--- src/rtl/board_move_ctrl.sv ---
// Chess board register and move sequencer: turns cursor + select/place key edges into
// committed moves, tracks the side to move, and latches game over on king capture.
module board_move_ctrl #(
    parameter logic [2:0] PROMO_TYPE = 3'b101
) (
    input  logic         clk_i,
    input  logic         reset_i,
    input  logic         select_i,
    input  logic         place_i,
    input  logic [2:0]   row_num_i,
    input  logic [2:0]   col_num_i,
    input  logic [63:0]  legal_i,
    output logic [319:0] board_o,
    output logic         sel_valid_o,
    output logic [2:0]   sel_row_o,
    output logic [2:0]   sel_col_o,
    output logic         turn_o,
    output logic         move_done_o,
    output logic         illegal_o,
    output logic [4:0]   captured_o,
    output logic         game_over_o,
    output logic [1:0]   state_o
);

    // Handshake: select_i/place_i are levels; a request is a 0->1 transition seen in one
    // cycle, answered by illegal_o (next cycle) or move_done_o (two cycles later).
    typedef enum logic [1:0] {
        S_IDLE   = 2'd0,
        S_HELD   = 2'd1,
        S_COMMIT = 2'd2
    } state_t;

    state_t      state_q, state_d;
    logic [4:0]  board_q [64];
    logic        select_q, place_q;
    logic        sel_valid_q;
    logic [2:0]  sel_row_q, sel_col_q;
    logic [4:0]  piece_q;
    logic [5:0]  dst_q;
    logic        turn_q;
    logic        move_done_q;
    logic        illegal_q;
    logic [4:0]  captured_q;
    logic        game_over_q;

    logic        sel_e, plc_e, req_en;
    logic [5:0]  cur_idx, src_idx;
    logic [4:0]  cur_sq;
    logic        cur_own, at_src, place_ok;
    logic        illegal_d, take_sel, take_dst, drop_sel, commit;
    logic [4:0]  old_dst, new_piece;
    logic        promo;

    function automatic logic [4:0] start_sq(input logic [5:0] idx);
        logic [2:0] r;
        logic [2:0] c;
        logic [2:0] kind;
        r = idx[5:3];
        c = idx[2:0];
        case (c)
            3'd0, 3'd7: kind = 3'b100;
            3'd1, 3'd6: kind = 3'b010;
            3'd2, 3'd5: kind = 3'b011;
            3'd3:       kind = 3'b101;
            default:    kind = 3'b110;
        endcase
        case (r)
            3'd0:    return {kind, 1'b1, 1'b1};
            3'd1:    return 5'b00111;
            3'd6:    return 5'b00101;
            3'd7:    return {kind, 1'b0, 1'b1};
            default: return 5'b00000;
        endcase
    endfunction

    assign sel_e    = select_i & ~select_q;
    assign plc_e    = place_i & ~place_q;
    assign req_en   = ~game_over_q;
    assign cur_idx  = {row_num_i, col_num_i};
    assign src_idx  = {sel_row_q, sel_col_q};
    assign cur_sq   = board_q[cur_idx];
    assign cur_own  = cur_sq[0] & (cur_sq[1] == turn_q);
    assign at_src   = (cur_idx == src_idx);
    assign place_ok = legal_i[cur_idx] & ~at_src;

    assign old_dst  = board_q[dst_q];
    // A pawn landing on the far rank of its own side becomes PROMO_TYPE.
    assign promo    = (piece_q[4:2] == 3'b001) &&
                      ((!piece_q[1] && dst_q[5:3] == 3'd0) || (piece_q[1] && dst_q[5:3] == 3'd7));
    assign new_piece = promo ? {PROMO_TYPE, piece_q[1], 1'b1} : piece_q;

    // State register
    always_ff @(posedge clk_i) begin
        if (reset_i) begin
            state_q <= S_IDLE;
        end else begin
            state_q <= state_d;
        end
    end

    // Next-state logic
    always_comb begin
        state_d = state_q;
        case (state_q)
            S_IDLE: begin
                if (req_en && sel_e && cur_own) begin
                    state_d = S_HELD;
                end
            end
            S_HELD: begin
                if (!req_en) begin
                    state_d = S_IDLE;
                end else if (plc_e) begin
                    if (place_ok) begin
                        state_d = S_COMMIT;
                    end
                end else if (sel_e && at_src) begin
                    state_d = S_IDLE;
                end
            end
            S_COMMIT: state_d = S_IDLE;
            default:  state_d = S_IDLE;
        endcase
    end

    // Output / datapath-control logic; in HELD a place edge shadows a same-cycle select
    always_comb begin
        illegal_d = 1'b0;
        take_sel  = 1'b0;
        take_dst  = 1'b0;
        drop_sel  = 1'b0;
        commit    = 1'b0;
        case (state_q)
            S_IDLE: begin
                if (req_en) begin
                    if (sel_e) begin
                        if (cur_own) take_sel = 1'b1;
                        else         illegal_d = 1'b1;
                    end else if (plc_e) begin
                        illegal_d = 1'b1;
                    end
                end
            end
            S_HELD: begin
                if (!req_en) begin
                    drop_sel = 1'b1;
                end else if (plc_e) begin
                    if (place_ok) take_dst = 1'b1;
                    else          illegal_d = 1'b1;
                end else if (sel_e) begin
                    if (at_src)       drop_sel = 1'b1;
                    else if (cur_own) take_sel = 1'b1;
                    else              illegal_d = 1'b1;
                end
            end
            S_COMMIT: commit = 1'b1;
            default: ;
        endcase
    end

    always_ff @(posedge clk_i) begin
        if (reset_i) begin
            for (int i = 0; i < 64; i++) begin
                board_q[i] <= start_sq(6'(i));
            end
            select_q    <= 1'b1;
            place_q     <= 1'b1;
            sel_valid_q <= 1'b0;
            sel_row_q   <= 3'd0;
            sel_col_q   <= 3'd0;
            piece_q     <= 5'd0;
            dst_q       <= 6'd0;
            turn_q      <= 1'b0;
            move_done_q <= 1'b0;
            illegal_q   <= 1'b0;
            captured_q  <= 5'd0;
            game_over_q <= 1'b0;
        end else begin
            select_q    <= select_i;
            place_q     <= place_i;
            illegal_q   <= illegal_d;
            move_done_q <= commit;
            if (take_sel) begin
                sel_valid_q <= 1'b1;
                sel_row_q   <= row_num_i;
                sel_col_q   <= col_num_i;
                piece_q     <= cur_sq;
            end
            if (drop_sel || commit) begin
                sel_valid_q <= 1'b0;
            end
            if (take_dst) begin
                dst_q <= cur_idx;
            end
            if (commit) begin
                board_q[src_idx] <= 5'd0;
                board_q[dst_q]   <= new_piece;
                captured_q       <= old_dst;
                turn_q           <= ~turn_q;
                if (old_dst[4:2] == 3'b110) begin
                    game_over_q <= 1'b1;
                end
            end
        end
    end

    always_comb begin
        board_o = '0;
        for (int i = 0; i < 64; i++) begin
            board_o[i*5 +: 5] = board_q[i];
        end
    end

    assign sel_valid_o = sel_valid_q;
    assign sel_row_o   = sel_row_q;
    assign sel_col_o   = sel_col_q;
    assign turn_o      = turn_q;
    assign move_done_o = move_done_q;
    assign illegal_o   = illegal_q;
    assign captured_o  = captured_q;
    assign game_over_o = game_over_q;
    assign state_o     = state_q;

endmodule

--- config.mk ---
export PLATFORM = sky130hd
export DESIGN_NAME = board_move_ctrl
export DESIGN_NICKNAME = d
export VERILOG_FILES = /design/src/rtl/board_move_ctrl.sv
export SDC_FILE = /design/constraint.sdc
export NUM_CORES = 1
export LEC_CHECK = 0
export CAP_MARGIN = 20
export CELL_PAD_IN_SITES_DETAIL_PLACEMENT = 2
export CELL_PAD_IN_SITES_GLOBAL_PLACEMENT = 2
export CORE_ASPECT_RATIO = 1.2
export CORE_MARGIN = 3
export CORE_UTILIZATION = 35
export CTS_CLUSTER_DIAMETER = 50
export DETAILED_ROUTE_END_ITERATION = 16
export PLACE_DENSITY_LB_ADDON = 0.1
export SYNTH_ARGS = -nofsm -noshare
export SYNTH_HDL_FRONTEND = slang
export SYNTH_SLANG_ARGS = --single-unit
--- constraint.sdc ---
create_clock -name clk_i -period 3.7 [get_ports clk_i]
set_input_delay 0.555 -clock clk_i [delete_from_list [all_inputs] [get_ports clk_i]]
set_output_delay 0.555 -clock clk_i [all_outputs]
set_load 0.01 [all_outputs]
==> flow_metrics.env <==
export IMPL_outcome="completed"
export IMPL_synthDistinctLibCells=55
export IMPL_cts_resized=0
export IMPL_htreeDepth=2
export IMPL_final_antenna_net_count=0
export IMPL_swShare=0.2529
export IMPL_p_clk_frac=0.468
export IMPL_design_area_mm2=0.02712
export IMPL_synthArstFlopShare=0
export IMPL_criticalPathCategory="reg -> reg"
export IMPL_crit_fanout=17
export IMPL_p_seq_frac=0.435
export IMPL_seq_area_frac_synth=0.5095
export IMPL_hold_viol=0
export IMPL_timing_final_crit_period_ns=3.464
export IMPL_required_ns=3.97
export IMPL_dieWidth_um=225.9
export IMPL_tightest_slew_ns=0.9549
export IMPL_drc=0
export IMPL_numPortBuffers=411
export IMPL_wl_per_cell_um=37.26
export IMPL_dieArea_mm2=0.06098
export IMPL_cp_end_kind="flop"
export IMPL_die_y_um=269.9
export IMPL_drt_total_wl_mm=101.6
export IMPL_ys_ff_latch=357
export IMPL_routed_via_count=17240
export IMPL_fin_crit_sh=0.9363
export IMPL_setup_tns_ns=0
export IMPL_p_per_area_mw_per_mm2=389.3
export IMPL_place_detailed_hpwl_mm=75.23
export IMPL_grt_pass1_vias=17960
export IMPL_cp_start_kind="flop"
export IMPL_finalMaxSlewViolations=0
export IMPL_relSlewSlack=0.3634
export IMPL_ctsHoldBuffers=0
export IMPL_cts_root_buf="clkbuf_16"
export IMPL_io_pins=412
export IMPL_fin_skew_ns=0.02934
export IMPL_rows=96
export IMPL_syn_area_mm2=0.02032
export IMPL_worstSkewPairLatency_ns=0.61
export IMPL_initial_core_util=0.3546
export IMPL_synth_ff_type="edfxtp_1"
export IMPL_p_comb_frac=0.097
export IMPL_placed_cell_area_mm2=0.02548
export IMPL_p_sw_uw=2670
export IMPL_netlist_instances=1565
export IMPL_antenna_found_initial=3
export IMPL_internal_power_uw=7887
export IMPL_synth_warnings=0
export IMPL_vdd_drop_max_mv=0.3134
export IMPL_nets=2027
export IMPL_grt_pass1_wl_mm=142.0
export IMPL_max_freq_mhz=288.7
export IMPL_cts_inserted_buffers=48
export IMPL_min_delay_path_class="reg -> reg"
export IMPL_power_leakage_uw=0.009384
export IMPL_track_usage=0.3275
export IMPL_grt_max_degree=66
export IMPL_drv_cap=0
export IMPL_syn_num_nets=1639
export IMPL_drive_gt1_frac=0.2125
export IMPL_gp_congestion=0.9194
export IMPL_rsz0062_at_grt="no"
export IMPL_synth_edf_count=320
export IMPL_avgSynthCellArea_um2=12.98
export IMPL_routed_via_density=6.320
export IMPL_drt_pass1_iter_count=5
export IMPL_arrival_ns=3.74
export IMPL_cts_tree="built"
export IMPL_area_growth_pct=33.47
export IMPL_setup_viol_count_final=0
export IMPL_post_cts_buffers=0
export IMPL_first_iter_violations=2051
export IMPL_cts_sinks=357
export IMPL_cts_buffer_depth=3
export IMPL_overflow=0
export IMPL_core_mm2=0.05730
export IMPL_path_clk_slew_ns=0.06
power by group through the flow:
| stage | clock (µW) | combinational (µW) | sequential [µW] |
|---|---|---|---|
| 6_report | 4940 | 1030 | 4600 |
| 2_1_floorplan | 0 | 461 | 4650 |
| 3_5_place_dp | 0 | 1010 | 4680 |
| 4_1_cts | 4960 | 1020 | 4600 |
| 5_1_grt | 5120 | 1060 | 4600 |
| 3_3_place_gp | 0 | 997 | 4670 |
through the flow:
| step | hold slack [ns] | power (µW) | worst slack [ns] | cells | util |
|---|---|---|---|---|---|
| floorplan | 0.4523 | 5116 | 0.9790 | 1565 | - |
| global placement | 0.4458 | 5672 | 0.4491 | 2637 | 0.4448 |
| detailed placement | 0.4501 | 5692 | 0.3797 | 2637 | 0.4448 |
| CTS | 0.4581 | 10580 | 0.3476 | 2725 | 0.4731 |
| global route | 0.4754 | 10790 | 0.1105 | 2726 | 0.4732 |
| finish | 0.4582 | 10560 | 0.2358 | 2727 | 0.4733 |
metal layers:
layer / global-route usage / vias to the layer above / share of wire
li1: - / 6858 / -
met1: 0.4215 / 9146 / 0.38
met2: 0.5424 / 1040 / 0.49
met3: 0.05838 / 190 / 0.082
met4: 0.1412 / 2 / 0.046
met5: 0 / - / 0.00013
cells in the mapped netlist, drive strengths merged (12+ instances only):
cell type / number / share of area
a21oi: 56 / 0.014
a22oi: 21 / 0.0078
a31o: 24 / 0.010
and2: 27 / 0.0083
and3: 130 / 0.040
buf: 48 / 0.014
clkbuf: 113 / 0.021
dfxtp: 37 / 0.036
edfxtp: 320 / 0.47
mux2i: 47 / 0.023
mux4: 202 / 0.22
nand2: 180 / 0.033
nand2b: 14 / 0.0043
nand3: 30 / 0.0074
nor2: 158 / 0.029
nor2b: 12 / 0.0037
nor3: 12 / 0.0034
o21ai: 24 / 0.0059
cells by family (layout without fill, tap and decap cells):
| logic type | count (synthesis) | in the layout | share of synthesized area |
|---|---|---|---|
| AO/OA/AOI/OAI | 178 | 178 | 0.05789 |
| XOR/XNOR | 7 | 7 | 0.003018 |
| buffers and inverters | 169 | 595 | 0.03671 |
| flip-flops | 357 | 357 | 0.5095 |
| multiplexers | 251 | 251 | 0.2482 |
| other | 0 | 1 | 0 |
| AND/OR/NAND/NOR | 603 | 603 | 0.1447 |
layout make-up:
| type | count | area [µm²] |
|---|---|---|
| diodes | 1 | 2.502 |
| clock buffers | 54 | 1245 |
| clock inverters | 34 | 381.6 |
| fillers | 5582 | 30180 |
| inverters | 8 | 30.03 |
| multi-input cells | 1039 | 9289 |
| flip-flops and latches | 357 | 10360 |
| well taps | 735 | 919.6 |
| repair buffers | 499 | 4888 |
worst max-delay path, stage by stage, from the launching register on:
cell	delay, ns
dfxtp_1	0.42
nor2b_1	0.44
buf_4	0.25
nand2_1	0.18
buf_4	0.25
nor3_2	0.62
buf_4	0.44
a22oi_1	0.25
nand2_1	0.28
sequential cells by signal, indices dropped and copies added (netlist names), named ones only:
| register | cells |
|---|---|
| board_q | 320 |
| piece_q | 5 |
| state_o | 2 |
| sel_valid_o | 1 |
| place_q | 1 |
| sel_row_o | 3 |
| sel_col_o | 3 |
| move_done_o | 1 |
| game_over_o | 1 |
| select_q | 1 |
| turn_o | 1 |
| illegal_o | 1 |
| dst_q | 6 |
| captured_o | 5 |
cell usage in the layout (no fill, tap or decap), types with 27 or more instances in the layout:
master	count
and3_1	130
dfxtp_1	33
nand2_1	179
clkdlybuf4s50_1	407
nor2_1	154
mux4_2	202
edfxtp_1	320
a21oi_1	56
buf_4	79
and2_1	27
mux2i_1	47
clkbuf_16	49
nand3_1	30
final timing paths:
path	from	to	slack, ns	depth (start not counted)
setup / recovery	state_o[1]$_SDFFE_PP0P_	board_q[12][1]$_DFFE_PP_	0.24	8
hold / removal	captured_o[2]$_SDFFE_PP0P_	captured_o[2]$_SDFFE_PP0P_	0.46	2
setup reg to reg	state_o[1]$_SDFFE_PP0P_	board_q[12][1]$_DFFE_PP_	0.24	8
hold reg to reg	captured_o[2]$_SDFFE_PP0P_	captured_o[2]$_SDFFE_PP0P_	0.46	2
(Power assumes the default switching activity.)
